$ cat src/rtl/cmp_pkg.sv
// rtl/cmp_pkg.sv - shared types and constants for the comparator sweep driver
//
// Purpose: sweep FSM state encoding, sweep mode codes, default geometry and
//          the bit positions of the {E,G,S} flag triple.
// Contents: state_t, MODE_*, DEF_WIDTH, DEF_LATENCY, FLAG_*, is_onehot3().

package cmp_pkg;

    typedef enum logic [1:0] {
        IDLE  = 2'd0,
        DRIVE = 2'd1,
        DRAIN = 2'd2,
        DONE  = 2'd3
    } state_t;

    localparam logic [1:0] MODE_UNS  = 2'd0;
    localparam logic [1:0] MODE_SGN  = 2'd1;
    localparam logic [1:0] MODE_BOTH = 2'd2;

    localparam int DEF_WIDTH   = 6;
    localparam int DEF_LATENCY = 3;

    // Bit positions inside the {E,G,S} flag vector
    localparam int FLAG_E = 2;
    localparam int FLAG_G = 1;
    localparam int FLAG_S = 0;

    function automatic logic is_onehot3(input logic [2:0] f);
        return (f == 3'b001) || (f == 3'b010) || (f == 3'b100);
    endfunction

endpackage

$ cat src/rtl/cmp_expect.sv
// rtl/cmp_expect.sv - combinational reference model of the 6-bit comparator
//
// Purpose: produce the flags a correct comparator returns for (A, B, sel).
// Ports:
//   i_a, i_b  in  WIDTH  operands
//   i_sel     in  1      0 = unsigned compare, 1 = two's-complement compare
//   o_flags   out 3      {E,G,S}, exactly one bit set

module cmp_expect
    import cmp_pkg::*;
#(
    parameter int WIDTH = DEF_WIDTH
) (
    input  logic [WIDTH-1:0] i_a,
    input  logic [WIDTH-1:0] i_b,
    input  logic             i_sel,
    output logic [2:0]       o_flags
);

    logic w_eq;
    logic w_gt_uns;
    logic w_gt_sgn;
    logic w_gt;

    assign w_eq     = (i_a == i_b);
    assign w_gt_uns = (i_a > i_b);
    assign w_gt_sgn = ($signed(i_a) > $signed(i_b));
    assign w_gt     = i_sel ? w_gt_sgn : w_gt_uns;

    always_comb begin
        o_flags         = 3'b000;
        o_flags[FLAG_E] = w_eq;
        o_flags[FLAG_G] = w_gt;
        o_flags[FLAG_S] = !w_eq && !w_gt;
    end

endmodule

$ cat src/rtl/cmp_sweep_driver.sv
// rtl/cmp_sweep_driver.sv - exhaustive sweep driver and checker for the comparator
//
// Purpose: drives every (A, B) pair in unsigned and/or signed mode onto the
//          comparator, checks the returned flags LATENCY cycles later, counts
//          failing vectors and captures the first one.
// Ports:
//   clk, rst                 clock, synchronous active-high reset
//   start, mode              sweep request pulse and mode (0 uns, 1 sgn, 2/3 both)
//   A_out, B_out, sel_out    operands and signedness to the comparator
//   E_in, G_in, S_in         flags returned by the comparator
//   busy, done, pass         status (busy in DRIVE/DRAIN, done held in DONE)
//   err_count                number of failing vectors in the last sweep
//   fail_a, fail_b, fail_sel first failing vector
//   fail_flags               {E,G,S} it returned

module cmp_sweep_driver
    import cmp_pkg::*;
#(
    parameter int WIDTH   = DEF_WIDTH,
    parameter int LATENCY = DEF_LATENCY
) (
    input  logic                 clk,
    input  logic                 rst,
    input  logic                 start,
    input  logic [1:0]           mode,
    output logic [WIDTH-1:0]     A_out,
    output logic [WIDTH-1:0]     B_out,
    output logic                 sel_out,
    input  logic                 E_in,
    input  logic                 G_in,
    input  logic                 S_in,
    output logic                 busy,
    output logic                 done,
    output logic                 pass,
    output logic [2*WIDTH+1:0]   err_count,
    output logic [WIDTH-1:0]     fail_a,
    output logic [WIDTH-1:0]     fail_b,
    output logic                 fail_sel,
    output logic [2:0]           fail_flags
);

    localparam int            IW       = 2 * WIDTH;
    localparam int            DCW      = $clog2(LATENCY + 1);
    localparam logic [IW-1:0] IDX_LAST = '1;

    state_t            r_state;
    state_t            w_state_nxt;
    logic [IW-1:0]     r_idx;
    logic [IW-1:0]     w_idx_nxt;
    logic              r_sel;
    logic              w_sel_nxt;
    logic              r_both;
    logic [DCW-1:0]    r_drain_cnt;
    logic              w_accept;
    logic              w_issue;

    // Pipeline carrying each issued vector until its flags come back
    logic              r_pv [LATENCY];
    logic [WIDTH-1:0]  r_pa [LATENCY];
    logic [WIDTH-1:0]  r_pb [LATENCY];
    logic              r_ps [LATENCY];
    logic [2:0]        r_pe [LATENCY];

    logic [2:0]        w_exp;
    logic [2:0]        w_flags;
    logic              w_bad;

    logic [2*WIDTH+1:0] r_err_count;
    logic [WIDTH-1:0]   r_fail_a;
    logic [WIDTH-1:0]   r_fail_b;
    logic               r_fail_sel;
    logic [2:0]         r_fail_flags;

    // ------------------------------------------------------------------
    // FSM: state register
    // ------------------------------------------------------------------
    always_ff @(posedge clk) begin
        if (rst) begin
            r_state <= IDLE;
        end else begin
            r_state <= w_state_nxt;
        end
    end

    // ------------------------------------------------------------------
    // FSM: next state, next vector and issue strobe.
    // w_issue marks every edge that registers a new vector on A_out/B_out;
    // the accepting edge itself issues vector 0.
    // ------------------------------------------------------------------
    always_comb begin
        w_state_nxt = r_state;
        w_idx_nxt   = r_idx;
        w_sel_nxt   = r_sel;
        w_accept    = 1'b0;
        w_issue     = 1'b0;
        case (r_state)
            IDLE, DONE: begin
                if (start) begin
                    w_accept    = 1'b1;
                    w_issue     = 1'b1;
                    w_state_nxt = DRIVE;
                    w_idx_nxt   = '0;
                    w_sel_nxt   = (mode == MODE_SGN);
                end
            end
            DRIVE: begin
                if (r_idx == IDX_LAST) begin
                    if (r_both && !r_sel) begin
                        // unsigned pass finished, signed pass follows with no gap
                        w_issue   = 1'b1;
                        w_idx_nxt = '0;
                        w_sel_nxt = 1'b1;
                    end else begin
                        w_state_nxt = DRAIN;
                    end
                end else begin
                    w_issue   = 1'b1;
                    w_idx_nxt = r_idx + 1'b1;
                end
            end
            DRAIN: begin
                if (r_drain_cnt == DCW'(LATENCY - 1)) begin
                    w_state_nxt = DONE;
                end
            end
            default: w_state_nxt = IDLE;
        endcase
    end

    // ------------------------------------------------------------------
    // Vector index, signedness and drain counter
    // ------------------------------------------------------------------
    always_ff @(posedge clk) begin
        if (rst) begin
            r_idx       <= '0;
            r_sel       <= 1'b0;
            r_both      <= 1'b0;
            r_drain_cnt <= '0;
        end else begin
            r_idx <= w_idx_nxt;
            r_sel <= w_sel_nxt;
            if (w_accept) begin
                // mode 3 is reserved and behaves as mode 2
                r_both <= mode[1];
            end
            if (r_state == DRAIN) begin
                r_drain_cnt <= r_drain_cnt + 1'b1;
            end else begin
                r_drain_cnt <= '0;
            end
        end
    end

    // Expected flags are computed on the vector being issued this edge
    cmp_expect #(
        .WIDTH (WIDTH)
    ) u_expect (
        .i_a     (w_idx_nxt[IW-1:WIDTH]),
        .i_b     (w_idx_nxt[WIDTH-1:0]),
        .i_sel   (w_sel_nxt),
        .o_flags (w_exp)
    );

    // ------------------------------------------------------------------
    // Latency-matching pipeline. Stage LATENCY-1 holds the vector whose
    // flags are on E_in/G_in/S_in at this edge.
    // ------------------------------------------------------------------
    always_ff @(posedge clk) begin
        if (rst) begin
            for (int s = 0; s < LATENCY; s++) begin
                r_pv[s] <= 1'b0;
                r_pa[s] <= '0;
                r_pb[s] <= '0;
                r_ps[s] <= 1'b0;
                r_pe[s] <= '0;
            end
        end else begin
            r_pv[0] <= w_issue;
            r_pa[0] <= w_idx_nxt[IW-1:WIDTH];
            r_pb[0] <= w_idx_nxt[WIDTH-1:0];
            r_ps[0] <= w_sel_nxt;
            r_pe[0] <= w_exp;
            for (int s = 1; s < LATENCY; s++) begin
                r_pv[s] <= r_pv[s-1];
                r_pa[s] <= r_pa[s-1];
                r_pb[s] <= r_pb[s-1];
                r_ps[s] <= r_ps[s-1];
                r_pe[s] <= r_pe[s-1];
            end
        end
    end

    // ------------------------------------------------------------------
    // Checker and failure capture
    // ------------------------------------------------------------------
    assign w_flags = {E_in, G_in, S_in};
    assign w_bad   = r_pv[LATENCY-1] &&
                     (!is_onehot3(w_flags) || (w_flags != r_pe[LATENCY-1]));

    always_ff @(posedge clk) begin
        if (rst || w_accept) begin
            r_err_count  <= '0;
            r_fail_a     <= '0;
            r_fail_b     <= '0;
            r_fail_sel   <= 1'b0;
            r_fail_flags <= '0;
        end else if (w_bad) begin
            r_err_count <= r_err_count + 1'b1;
            // err_count cannot wrap within one sweep, so zero means "no failure yet"
            if (r_err_count == '0) begin
                r_fail_a     <= r_pa[LATENCY-1];
                r_fail_b     <= r_pb[LATENCY-1];
                r_fail_sel   <= r_ps[LATENCY-1];
                r_fail_flags <= w_flags;
            end
        end
    end

    // ------------------------------------------------------------------
    // Outputs
    // ------------------------------------------------------------------
    assign A_out      = r_idx[IW-1:WIDTH];
    assign B_out      = r_idx[WIDTH-1:0];
    assign sel_out    = r_sel;
    assign busy       = (r_state == DRIVE) || (r_state == DRAIN);
    assign done       = (r_state == DONE);
    assign pass       = done && (r_err_count == '0);
    assign err_count  = r_err_count;
    assign fail_a     = r_fail_a;
    assign fail_b     = r_fail_b;
    assign fail_sel   = r_fail_sel;
    assign fail_flags = r_fail_flags;

endmodule

$ cat config.mk
export PLATFORM = sky130hd
export DESIGN_NAME = cmp_sweep_driver
export DESIGN_NICKNAME = d
export VERILOG_FILES = /design/src/rtl/cmp_pkg.sv /design/src/rtl/cmp_expect.sv /design/src/rtl/cmp_sweep_driver.sv
export SDC_FILE = /design/constraint.sdc
export NUM_CORES = 1
export LEC_CHECK = 0
export CORE_MARGIN = 8
export CORE_UTILIZATION = 55
export DETAILED_ROUTE_END_ITERATION = 6
export GPL_TIMING_DRIVEN = 1
export HOLD_SLACK_MARGIN = 0.12
export PLACE_DENSITY = 0.8
export SLEW_MARGIN = 40
export SYNTH_ARGS = -nofsm -noshare
export SYNTH_HDL_FRONTEND = slang
export SYNTH_HIERARCHICAL = 1
export SYNTH_SLANG_ARGS = --single-unit
$ cat constraint.sdc
create_clock -name clk -period 3.18 [get_ports clk]
set_input_delay 0.318 -clock clk [delete_from_list [all_inputs] [get_ports clk]]
set_output_delay 0.318 -clock clk [all_outputs]
set_load 0.1 [all_outputs]
==> impl_metrics.toml <==
[yosys]
ys_seq_area_share_pct = 43.0
synth_edf_count = 0
ys_types = 58
synth.net_count = 459
syn_inst = 436
synth-async-reset-ratio_pct = 0
synth-main-ff-cell = "dfxtp_1"
syn_area_sq_um = 4010
synth_seq_cells = 86
ys_warn_count = 6
avgSynthCellArea_sq_um = 9.19

[clocking]
cts.repair.resized = 0
cts.path.max_buffers = 2
cts_hold_buf = 0
cts.clk_slew.worst_paths_ns = 0.09
h-tree-depth = 3
cts_buffers = 9
cts-root-buf = "clkbuf_8"
cts_sinks = 86
cts_tree = "built"
clock_latency_ns = 0.35
post_cts_buffers = 0

[die]
rows = 31
core_area_sq_um = 7140
dieHeight_um = 101
initial_core_util_pct = 56.1
num_io_pins = 54
die-area_sq_um = 10300
dieWidth_um = 101

[worst_setup_path]
cp.arrival_ns = 3.18
slowest_stage = "dfxtp_1"
cp-end-kind = "flop"
r2r-end = "r_pe[0][0]"
reg2reg_from = "r_state[0]"
crit_path_cell_trace = "inv_1, ha_1, and2b_1, or2_2, o21ai_1, a31oi_1, ha_1, and4_1, o21ai_0, o211ai_2, mux2i_1, nor2b_1"
path_class = "reg -> reg"
r2r_slack_ns = 0.22
path_depth = 12
cp_slowest_stage_delay_ns = 0.39
crit_top_cell = "ha_1"
endpoint = "r_pe[0][0]"
critPathRequiredTime_ns = 3.40
reg2reg_depth = 12
start_kind = "flop"
cp-startpoint = "r_state[0]"
critical_path.max_fanout = 6
critPathTopFamily = "simple AND/OR/NAND/NOR gates"
path_buf_inv = 1

[sta]
worstMarginPinSlew_ns = 0.775
setup_viol = 0
max-slew-margin-rel_pct = 48.3
finalMaxSlewViolations = 0
fmax_ghz = 0.338
finalClockSkew_ns = 0.00729
setup_tns_ns = 0
fin_crit_ns = 2.96
min_period_over_period_pct = 93.1
hold_viol = 0
rsz0062_at_grt = "false"

[detailed_routing]
drt_iter0_drc = 238
via_per_inst = 5.97
postRouteAntennaNets = 0
dr.pass1.iters = 5
vias = 3443
drt_wl_total_um = 9360
wl_per_cell_um = 16.2
drc = 0

[place]
port_buffers = 53
gp_congestion = 0.927
dp_hpwl_um = 6540

[final_layout]
area_delta_synth_final_pct = 13.3
post-route-util_pct = 63.6
antennaDiodeCount = 0
nNetsFinal = 496
drive_above_1_share_pct = 20.3

[power]
powerDensity_nw_per_um2 = 635
p_leak_nw = 1.74
ir_drop_mv = 0.428

[global_routing]
grt_pass1_wl_um = 15500
grtUsageTotal_pct = 18.8
gr-total-overflow = 0
antenna_found_initial = 0
grt_max_degree = 60
first_global_vias = 3201

[flow_run]
max_cap_violations = 0

[status]
outcome = "finished clean"

[hold_path]
hp-class = "reg -> reg"
[worst min path at each step]
stage               depth (start not counted)  slack [ns]              to      startpoint
global route                                1        0.45  r_drain_cnt[0]  r_drain_cnt[0]
detailed placement                          1        0.41  r_drain_cnt[0]  r_drain_cnt[0]
global placement                            1        0.40  r_drain_cnt[0]  r_drain_cnt[0]
CTS                                         1        0.43  r_drain_cnt[0]  r_drain_cnt[0]
floorplan                                   1        0.39  r_drain_cnt[0]  r_drain_cnt[0]
finish                                      1        0.43  r_drain_cnt[0]  r_drain_cnt[0]
[cell usage after synthesis, drive strengths merged (6+ instances only)]
cell type	instances	area, sq um
a31oi	6	37.5
nand4	22	159
ha	15	188
o21ai	11	62.6
a21oi	38	190
nand2b	9	66.3
o31ai	26	195
nand3	14	70.1
mux2i	6	60.1
dfxtp	86	1720
nor2b	45	282
and4	7	61.3
clkbuf	16	61.3
inv	16	60.1
nor3	7	35.0
nand2	18	67.6
and3	6	42.5
nor2	13	48.8
a211oi	7	52.6
buf	18	115
or4	8	63.8
[placed cells by master (no fill, tap or decap), drive strengths merged, types with 10 or more instances in the layout]
cell,count
dfxtp,86
buf,54
ha,15
a21oi,38
clkbuf,10
nand2,18
inv,17
o21ai,11
nor2,13
nand4,22
o31ai,26
nand3,14
nor2b,45
[power by group]
group | switching, W | total [W] | internal [W] | leakage [nW]
clock network | 0.000397 | 0.000784 | 0.000387 | 0.0912
logic | 0.000619 | 0.000911 | 0.000293 | 0.945
registers | 0.0000379 | 0.00119 | 0.00115 | 0.701
total | 0.00105 | 0.00288 | 0.00183 | 1.74
[stage by stage]
stage | power [W] | setup WS (ns) | std cells | hold slack (ns) | cell area (sq um)
2_1_floorplan | 0.00194 | 0.0264 | 436 | 0.392 | 4020
3_3_place_gp | 0.00210 | 0.239 | 561 | 0.399 | 4530
3_5_place_dp | 0.00211 | 0.156 | 561 | 0.414 | 4330
4_1_cts | 0.00289 | 0.197 | 577 | 0.427 | 4540
5_1_grt | 0.00302 | 0.0111 | 577 | 0.449 | 4540
6_report | 0.00288 | 0.220 | 577 | 0.427 | 4540
[kinds of logic after synthesis]
group                      Yosys count  synth area share [%]
and+or+nand+nor                    165                  25.7
AOI/OAI and AO/OA                  113                  18.9
buffers and inverters               50                  5.90
muxes                                7                  1.78
DFF                                 86                  43.0
adders and majority gates           15                  4.69
[metal layers]
metal / up-vias / GRT usage (%) / share of wire (%)
li1: 1679 / - / -
met1: 1588 / 23.6 / 45
met2: 149 / 29.4 / 45
met3: 27 / 5.02 / 7.4
met4: 0 / 8.93 / 2.6
met5: - / 0 / 0
[registers in the layout (all words and copies together), names as in the netlist, 6 cells and up]
signal and count:
fail_b 6, err_count 14, r_idx 11, fail_a 6, r_pe 9, r_pa 13
r_pb 12
[final cells by class]
class | instances | area [sq um]
sequential | 86 | 1740
clock buffer | 10 | 138
tap | 99 | 124
timing repair buffer | 60 | 363
clock inverter | 6 | 68.8
multi-input combinational | 300 | 2050
fill | 626 | 2600
inverter | 16 | 60.1
No activity file was read; power rests on OpenSTA's default activity.
